[src/rtl/adder_arbiter_if.sv]
// Request/response bundle of the shared-adder arbiter: N requesters issuing
// signed add/subtract operations and one tagged response channel.
interface adder_arbiter_if #(
    parameter int N   = 4,
    parameter int IDW = 2
);
    logic [N-1:0]    req_valid;
    logic [N-1:0]    req_ready;
    logic [N*32-1:0] req_a;
    logic [N*32-1:0] req_b;
    logic [N-1:0]    req_sub;
    logic            rsp_valid;
    logic            rsp_ready;
    logic [IDW-1:0]  rsp_id;
    logic [31:0]     rsp_sum;
    logic            rsp_cout;
    logic            rsp_overflow;
    logic            busy;

    modport slave (
        input  req_valid, req_a, req_b, req_sub, rsp_ready,
        output req_ready, rsp_valid, rsp_id, rsp_sum, rsp_cout, rsp_overflow, busy
    );

    modport master (
        output req_valid, req_a, req_b, req_sub, rsp_ready,
        input  req_ready, rsp_valid, rsp_id, rsp_sum, rsp_cout, rsp_overflow, busy
    );
endinterface

[src/rtl/adder_arbiter.sv]
// Round-robin arbiter sharing one 32-bit carry-lookahead adder among N requesters,
// plus the adder itself (4-bit lookahead groups with a lookahead carry chain).
module cla32 (
    input  logic [31:0] a,
    input  logic [31:0] b,
    input  logic        cin,
    output logic [31:0] sum,
    output logic        cout,
    output logic        overflow
);
    logic [7:0] gg;
    logic [7:0] pp;
    logic [7:0] c3;
    logic [8:0] cg;

    for (genvar gi = 0; gi < 8; gi++) begin : g_grp
        logic [3:0] g;
        logic [3:0] p;
        logic [3:1] c;
        assign g = a[4*gi +: 4] & b[4*gi +: 4];
        assign p = a[4*gi +: 4] ^ b[4*gi +: 4];
        assign c[1] = g[0] | (p[0] & cg[gi]);
        assign c[2] = g[1] | (p[1] & g[0]) | (p[1] & p[0] & cg[gi]);
        assign c[3] = g[2] | (p[2] & g[1]) | (p[2] & p[1] & g[0]) | (p[2] & p[1] & p[0] & cg[gi]);
        assign gg[gi] = g[3] | (p[3] & g[2]) | (p[3] & p[2] & g[1]) | (p[3] & p[2] & p[1] & g[0]);
        assign pp[gi] = &p;
        assign c3[gi] = c[3];
        assign sum[4*gi +: 4] = p ^ {c[3], c[2], c[1], cg[gi]};
    end

    // Group carries depend only on group generate/propagate, never on bit carries.
    always_comb begin
        cg    = '0;
        cg[0] = cin;
        for (int k = 0; k < 8; k++) begin
            cg[k+1] = gg[k] | (pp[k] & cg[k]);
        end
    end

    assign cout     = cg[8];
    assign overflow = c3[7] ^ cg[8];
endmodule

module adder_arbiter #(
    parameter int N   = 4,
    parameter int IDW = 2
) (
    input  logic           clk,
    input  logic           rst,
    adder_arbiter_if.slave bus
);
    typedef enum logic [1:0] {IDLE, EXEC, RESP} state_t;

    localparam logic [IDW-1:0] LAST_RST = IDW'(N - 1);

    state_t         state_reg, state_next;
    logic [IDW-1:0] last_reg;
    logic [IDW-1:0] grant_id;
    logic           grant_any;
    logic           accept;

    logic [31:0]    op_a_reg, op_b_reg;
    logic           op_sub_reg;
    logic [IDW-1:0] op_id_reg;

    logic [31:0]    sum_reg;
    logic           cout_reg, ovf_reg;
    logic [IDW-1:0] id_reg;

    logic [31:0]    adder_b;
    logic [31:0]    add_sum;
    logic           add_cout, add_ovf;

    // Search starts just after the last grant; the lowest offset with valid wins.
    always_comb begin
        int idx;
        idx       = 0;
        grant_any = 1'b0;
        grant_id  = '0;
        for (int k = N; k >= 1; k--) begin
            idx = int'(last_reg) + k;
            if (idx >= N) begin
                idx = idx - N;
            end
            if (bus.req_valid[idx]) begin
                grant_any = 1'b1;
                grant_id  = IDW'(idx);
            end
        end
    end

    assign accept = (state_reg == IDLE) && grant_any && !rst;

    always_ff @(posedge clk or posedge rst) begin
        if (rst) begin
            state_reg <= IDLE;
        end else begin
            state_reg <= state_next;
        end
    end

    always_comb begin
        state_next = state_reg;
        case (state_reg)
            IDLE:    if (grant_any) state_next = EXEC;
            EXEC:    state_next = RESP;
            RESP:    if (bus.rsp_ready) state_next = IDLE;
            default: state_next = IDLE;
        endcase
    end

    always_comb begin
        bus.req_ready = '0;
        if (accept) begin
            bus.req_ready[grant_id] = 1'b1;
        end
        bus.rsp_valid = (state_reg == RESP);
        bus.busy      = (state_reg != IDLE);
    end

    always_ff @(posedge clk or posedge rst) begin
        if (rst) begin
            last_reg   <= LAST_RST;
            op_a_reg   <= '0;
            op_b_reg   <= '0;
            op_sub_reg <= 1'b0;
            op_id_reg  <= '0;
        end else if (accept) begin
            last_reg   <= grant_id;
            op_a_reg   <= bus.req_a[32*int'(grant_id) +: 32];
            op_b_reg   <= bus.req_b[32*int'(grant_id) +: 32];
            op_sub_reg <= bus.req_sub[grant_id];
            op_id_reg  <= grant_id;
        end
    end

    // Subtraction is A + ~B + 1, which keeps the adder's overflow output valid.
    assign adder_b = op_sub_reg ? ~op_b_reg : op_b_reg;

    cla32 u_cla (
        .a        (op_a_reg),
        .b        (adder_b),
        .cin      (op_sub_reg),
        .sum      (add_sum),
        .cout     (add_cout),
        .overflow (add_ovf)
    );

    always_ff @(posedge clk or posedge rst) begin
        if (rst) begin
            sum_reg  <= '0;
            cout_reg <= 1'b0;
            ovf_reg  <= 1'b0;
            id_reg   <= '0;
        end else if (state_reg == EXEC) begin
            sum_reg  <= add_sum;
            cout_reg <= add_cout;
            ovf_reg  <= add_ovf;
            id_reg   <= op_id_reg;
        end
    end

    assign bus.rsp_id       = id_reg;
    assign bus.rsp_sum      = sum_reg;
    assign bus.rsp_cout     = cout_reg;
    assign bus.rsp_overflow = ovf_reg;
endmodule
[src/flat_wrapper.sv]
// flat-port wrapper written by rule: the top's interface ports become plain ports
module adder_arbiter_flat 
#(
    parameter int N   = 4,
    parameter int IDW = 2
)
  (clk, rst, bus_req_valid, bus_req_a, bus_req_b, bus_req_sub, bus_rsp_ready, bus_req_ready, bus_rsp_valid, bus_rsp_id, bus_rsp_sum, bus_rsp_cout, bus_rsp_overflow, bus_busy);
  adder_arbiter_if #(.N(N), .IDW(IDW)) bus_i ();
  input  logic clk;
  input  logic rst;
  input wire logic [$bits(bus_i.req_valid)-1:0] bus_req_valid;
  input wire logic [$bits(bus_i.req_a)-1:0] bus_req_a;
  input wire logic [$bits(bus_i.req_b)-1:0] bus_req_b;
  input wire logic [$bits(bus_i.req_sub)-1:0] bus_req_sub;
  input wire logic [$bits(bus_i.rsp_ready)-1:0] bus_rsp_ready;
  output wire logic [$bits(bus_i.req_ready)-1:0] bus_req_ready;
  output wire logic [$bits(bus_i.rsp_valid)-1:0] bus_rsp_valid;
  output wire logic [$bits(bus_i.rsp_id)-1:0] bus_rsp_id;
  output wire logic [$bits(bus_i.rsp_sum)-1:0] bus_rsp_sum;
  output wire logic [$bits(bus_i.rsp_cout)-1:0] bus_rsp_cout;
  output wire logic [$bits(bus_i.rsp_overflow)-1:0] bus_rsp_overflow;
  output wire logic [$bits(bus_i.busy)-1:0] bus_busy;
  assign bus_i.req_valid = bus_req_valid;
  assign bus_i.req_a = bus_req_a;
  assign bus_i.req_b = bus_req_b;
  assign bus_i.req_sub = bus_req_sub;
  assign bus_i.rsp_ready = bus_rsp_ready;
  assign bus_req_ready = bus_i.req_ready;
  assign bus_rsp_valid = bus_i.rsp_valid;
  assign bus_rsp_id = bus_i.rsp_id;
  assign bus_rsp_sum = bus_i.rsp_sum;
  assign bus_rsp_cout = bus_i.rsp_cout;
  assign bus_rsp_overflow = bus_i.rsp_overflow;
  assign bus_busy = bus_i.busy;
  adder_arbiter #(.N(N), .IDW(IDW)) u_core (.clk(clk), .rst(rst), .bus(bus_i));
endmodule
[config.mk]
export PLATFORM = sky130hd
export DESIGN_NAME = adder_arbiter_flat
export DESIGN_NICKNAME = d
export VERILOG_FILES = /design/src/rtl/adder_arbiter_if.sv /design/src/rtl/adder_arbiter.sv /design/src/flat_wrapper.sv
export SDC_FILE = /design/constraint.sdc
export NUM_CORES = 1
export LEC_CHECK = 0
export CORE_AREA = 5 5 134 136
export DETAILED_ROUTE_END_ITERATION = 10
export DIE_AREA = 0 0 139 141
export GPL_ROUTABILITY_DRIVEN = 1
export PLACE_DENSITY = 0.84
export SETUP_SLACK_MARGIN = 0.15
export SLEW_MARGIN = 20
export SYNTH_ARGS = -nofsm -noshare
export SYNTH_HDL_FRONTEND = slang
export SYNTH_HIERARCHICAL = 1
export SYNTH_SLANG_ARGS = --single-unit
[constraint.sdc]
create_clock -name clk -period 11.78 [get_ports clk]
set_input_delay 1.767 -clock clk [delete_from_list [all_inputs] [get_ports clk]]
set_output_delay 1.767 -clock clk [all_outputs]
set_load 0.01 [all_outputs]
* After elaboration in Yosys (flattened, before gate mapping)
Index checks and enable logic that the tools add are counted.
** Storage, ports and cells
- Logic and storage cells :: 308
- Output and inout bits :: 42
- Flip-flop bits (word level) :: 107
** Cells by class
- Add/sub/neg operators :: 8
- Equal/unequal tests :: 4
- Shifts and indexed selects :: 2
- Bitwise logic cells :: 226
- $lt $le $gt $ge :: 10
- Reduce and logical (&&, ||, !) cells :: 15
- Multiplexer cells :: 33
** Operator list (count)
- variable part select 128 x 8 -> 32 bit :: 2
- two-way mux 32 bit :: 5
- greater-or-equal comparator 32 x 4 -> 1 bit (second input constant) :: 4
- less-than comparator 32 x 4 -> 1 bit (second input constant) :: 4
- subtractor 32 x 4 -> 32 bit (second input constant) :: 4
- AND 1 bit :: 120
- OR 1 bit :: 80
- XOR 4 bit :: 16
- AND 4 bit :: 8
- inverter 32 bit :: 1
- AND reduction 4 bit :: 8
- two-way mux 1 bit :: 14
- two-way mux 2 bit :: 6
- binary-select mux 1 bit (select 2 bit) :: 5
- adder 2 x 2 -> 3 bit (second input constant) :: 2
- one-hot mux 2 bit (3 select lines) :: 1
- adder 2 x 3 -> 4 bit (second input constant) :: 1
- two-way mux 4 bit :: 1
- adder 2 x 1 -> 3 bit (second input constant) :: 1
- logical AND 1 bit :: 3
- less-than comparator 2 x 3 -> 1 bit (second input constant) :: 1
- demux 1 bit (select 2 bit) :: 1
- == test 2 x 1 -> 1 bit (second input constant) :: 1
- == test 2 bit (second input constant) :: 1
- 8 further kinds :: 8

* Logic depth before layout (Yosys ltp)
- Word-level depth :: 23
- Depth in mapped cells :: 13
- Mapped depth without buffers :: 11

* Modules after synthesis
The synthesis kept the hierarchy.
** By module, submodules not included
- adder_arbiter :: cells each 612, area each 6283.5 µm², sequential area each 2680.1 µm², instances 1
- cla32 :: cells each 184, area each 1550.2 µm², sequential area each 0.0 µm², instances 1

* Least setup slack after synthesis
Ideal clock, no wire load.
- Path kind :: input-to-output
- Start :: input rst
- End :: output bus_req_ready[0]
- Stages on the path :: 5
- Data arrival time :: 4.766 ns
- Setup slack :: 5.247 ns
- Cells stage by stage :: inv_1 > nand2b_1 > buf_2 > buf_2 > nor3_1
** Between the ends
- Cells in the longest elaborated chain, start to end :: 3
** RTL lines
- from (decl) :: RTL line flat_wrapper.sv:10 : input logic rst;
- zero test 1 bit :: RTL line adder_arbiter.sv:92 : assign accept = (state_reg == IDLE) && grant_any && !rst;
- logical AND 1 bit :: RTL line adder_arbiter.sv:92
- two-way mux 4 bit :: RTL line adder_arbiter.sv:114 : if (accept) begin
- to (decl) :: RTL line flat_wrapper.sv:16 : output wire logic [$bits(bus_i.req_ready)-1:0] bus_req_ready;
No other way between the ends.

* Final worst setup path
- Start :: input bus_req_valid[0]
- End :: output bus_req_ready[3]
** Between the ends
- Cells in the longest elaborated chain, start to end :: 12
- Elaborated cells on any way between the ends :: 28
- Classes of those cells :: 2 x order compare; 23 x mux; 3 x reduce/logical
** RTL lines
- from (decl) :: RTL line flat_wrapper.sv:11 : input wire logic [$bits(bus_i.req_valid)-1:0] bus_req_valid;
- binary-select mux 1 bit (select 2 bit) :: RTL line adder_arbiter.sv:85 : if (bus.req_valid[idx]) begin
- two-way mux 1 bit (not written as such) (2 in series) :: RTL line adder_arbiter.sv:85
- two-way mux 2 bit (4 in series) :: RTL line adder_arbiter.sv:85
- less-than comparator 2 x 3 -> 1 bit (not written as such) or greater-or-equal comparator 2 x 1 -> 1 bit (tied branches) :: RTL line adder_arbiter.sv:115 : bus.req_ready[grant_id] = 1'b1;
- logical AND 1 bit (not written as such) :: RTL line adder_arbiter.sv:115
- two-way mux 1 bit (not written as such) :: RTL line adder_arbiter.sv:115
- demux 1 bit (select 2 bit)
- two-way mux 4 bit * :: RTL line adder_arbiter.sv:114
Mark *: on every way between the ends. The rest lies on a longest branch, timed or not. The select of a mux whose other input is x is not followed.

==> key figures <==
Yosys
  – Register bit total from synthesis: 107
  – Top_reg_cell synth: dfrtp_1
  – Post-synthesis cell type count: 67
  – Post-synthesis mux area share: 0.0557
  – Synth Cell Area: 7830 µm²
  – Post-Synthesis Mean Instance Area: 9.84 µm²
  – Synth Area in XOR/XNOR: 0.0615
  – Synth Area in Adders: 0.0716
  – Ys async rst share: 1.00
  – Compound-Gate Fraction of Synth Area: 0.249
  – Post-synth EDFFs: 0
  – Post-synthesis cell count: 796
  – Register area share after synthesis: 0.342
  – Post-Syn Nets: 1,103
  – Main combinational cell family by area after synthesis: compound AO/OA/AOI/OAI gates
  – Post-synthesis simple-gate area fraction: 0.163
  – Yosys warning count: 6

Setup path
  – Setup crit end: bus_req_ready[3]
  – Kind of critical path: in2out
  – CP Max Fanout: 39
  – CP delay by family, top: buffers and inverters
  – CP peak stage delay: 0.61 ns
  – CP arrival: 4.63 ns
  – FF-to-FF setup slack: 8.05 ns
  – Critical Path Sink Type: output pin
  – Crit start category: input port
  – RR Startpoint: u_core/op_sub_reg$_DFFE_PP0P_
  – CP most frequent cell: clkdlybuf4s50_1
  – Crit path cell chain: clkdlybuf4s50_1, nor2_1, a21o_1, nor2_4, buf_4, and2_1, clkdlybuf4s50_1
  – R2r endpoint: u_core/bus.rsp_sum[25]$_DFFE_PP0N_
  – Critical Path RT: 10.01 ns
  – CP bufs+invs: 3
  – CP Depth: 7
  – CP max-delay cell: nor2_4
  – CP Launch Point: bus_req_valid[0]
  – Reg2reg path depth: 12

Timing
  – Slew Viols, Final: 0
  – RSZ-0062 raised after global routing: no
  – Final Hold Vio Count: 0
  – Final Cycle Share: 0.543
  – Fmax achieved: 0.156 GHz
  – Slew margin rel.: 0.283
  – Final min period: 6.39 ns
  – Worst Tran Pin Value: 1.08 ns
  – Clock Skew: 0.00767 ns
  – Final setup TNS: 0 ns
  – Setup violators final: 0

Layout
  – Ratio of cells with drive above 1 in the final layout: 0.142
  – Area Growth Syn to Fin: 43.6%
  – Most frequent cells in the layout: clkdlybuf4s50_1, nand3_1, dfrtp_1
  – Most common cell after layout, fill and taps aside: clkdlybuf4s50_1
  – Final nets: 1,366
  – Final Core Density: 0.669
  – # fillers: 1,332
  – Fin area: 11,300 µm²
  – Diodes inserted: 0

Route
  – Final WL: 25,200 µm
  – Number of vias per cell: 5.79
  – Avg WL per Cell: 19.5 µm
  – Routed vias: 7,465
  – Residual DRC: 0
  – Number of antenna-violating nets in the routed design: 0
  – Pre-antenna DRT Iters: 5
  – Initial DRC count: 353

Hold path
  – Worst hold path type: reg2reg
  – Worst hold start: u_core/op_id_reg[0]$_DFFE_PP0P_
  – Hold Crit Depth: 2

Floorplanning
  – Initial Utilization: 0.466
  – Die Y: 141 µm
  – Die ar.: 19,600 µm²
  – Die W: 139 µm
  – Core Box Area: 16,800 µm²
  – I/O pin count: 309
  – FP Rows: 48

Global route
  – Vias in the first global route: 7,692
  – First-pass GRT wire length: 39,900 µm
  – Largest net degree at the start of global routing: 74
  – Gr usage total: 0.250
  – Total grt overflow: 0
  – Initial antenna violation count: 1

Pwr
  – LEAKAGE: 4.41 nW
  – Power Dens Cells: 312 nW/µm²
  – Total power: 3.51 mW
  – VDD IR-drop max: 0.159 mV

CTS
  – # clock sinks: 107
  – Root buf cell: clkbuf_16
  – CTS tree: yes
  – H-tree depth: 3
  – Hold buffers post-CTS: 0
  – Clock Latency Late Sink: 0.34 ns
  – Total CTS buffers: 9
  – Worst-path clk slew: 0.07 ns
  – Setup bufs post-CTS: 0
  – Maximum root-to-sink buffer count: 2
  – CTS resizes: 0

Placed design
  – IO Port Bufs: 308
  – Placed inst area: 10,900 µm²
  – Hpwl dp: 18,600 µm
  – Routability congestion estimate: 0.851

Outcome
  – Status: complete, no violations

Run
  – Max_cap viols: 0
==> synthesized netlist by cell type, drive strengths merged, types with 3 or more instances <==
| master | number | area, µm² |
|---|---|---|
| nand3 | 134 | 671 |
| dfrtp | 105 | 2630 |
| nor2 | 81 | 307 |
| a31oi | 68 | 432 |
| a221oi | 65 | 963 |
| buf | 58 | 355 |
| xor2 | 44 | 385 |
| mux2 | 37 | 417 |
| ha | 32 | 400 |
| a21oi | 23 | 123 |
| inv | 17 | 63.8 |
| nand2 | 15 | 61.3 |
| o21ai | 12 | 67.6 |
| xnor2 | 11 | 96.3 |
| clkbuf | 8 | 30.0 |
| fa | 8 | 160 |
| a21o | 6 | 45.0 |
| nand2b | 6 | 37.5 |
| nand4 | 5 | 31.3 |
| nor3 | 5 | 36.3 |
| o21a | 5 | 38.8 |
| o21bai | 5 | 37.5 |
| a21boi | 4 | 30.0 |
| o211ai | 4 | 35.0 |
| a211oi | 3 | 35.0 |
| and2 | 3 | 18.8 |
| nor2b | 3 | 18.8 |
| or2 | 3 | 18.8 |
==> worst min path at each step <==
stage / to / slack [ns]
2_1_floorplan: u_core/op_id_reg[1]$_DFFE_PP0P_ / 0.45
3_3_place_gp: u_core/op_id_reg[1]$_DFFE_PP0P_ / 0.47
3_5_place_dp: u_core/op_id_reg[0]$_DFFE_PP0P_ / 0.49
4_1_cts: u_core/op_id_reg[0]$_DFFE_PP0P_ / 0.50
5_1_grt: u_core/bus.rsp_cout$_DFFE_PP0N_ / 0.52
6_report: u_core/op_id_reg[0]$_DFFE_PP0P_ / 0.50
==> power by group <==
part	leakage, nW	total [mW]	switching (mW)	internal [mW]
Sequential	1.21	0.718	0.147	0.570
Clock	0.150	0.310	0.137	0.173
Combinational	3.04	2.48	1.34	1.14
==> layout make-up <==
cell class	count	area, µm²	area share
clock buffers	10	239	0.0212
repair buffers	318	3160	0.281
well taps	225	282	0.0250
inverters	17	66.3	0.00589
flip-flops and latches	107	2680	0.238
clock inverters	6	72.6	0.00645
multi-input cells	606	4750	0.422
==> cell families (layout without fill, tap and decap cells) <==
kind of cell	Yosys count	after routing
AND/OR/NAND/NOR	264	264
AO/OA/AOI/OAI	208	208
flip-flops	107	107
buffers and inverters	83	351
XOR/XNOR	55	55
adder cells (fa/ha/maj)	40	40
multiplexers	39	39
==> metal layers <==
| metal | up-vias | share of wire | GRT usage |
|---|---|---|---|
| met4 | 2 | 0.026 | 0.0870 |
| met3 | 49 | 0.076 | 0.0611 |
| met5 | - | 0.00028 | 0 |
| li1 | 3527 | - | - |
| met2 | 290 | 0.51 | 0.453 |
| met1 | 3597 | 0.39 | 0.290 |
==> worst reg2reg max path: stages, from the launching register on <==
cell and delay, ns:
dfrtp_2 0.68, buf_4 0.43, xor2_1 0.21, ha_1 0.31
a21oi_1 0.32, nor2b_1 0.09, o21a_1 0.21, nor3_4 0.22
nand3_1 0.14, a21o_1 0.21, fa_1 0.37, xor2_1 0.17
mux2_2 0.26
==> through the flow <==
stage          hold WS, ns  setup slack (ns)  std cells
2_1_floorplan        0.452              5.25        796
3_3_place_gp         0.466              5.47       1273
3_5_place_dp         0.486              5.37       1273
4_1_cts              0.502              5.37       1289
5_1_grt              0.521              5.18       1289
6_report             0.496              5.39       1289
Power figures use the tool's default switching activity.
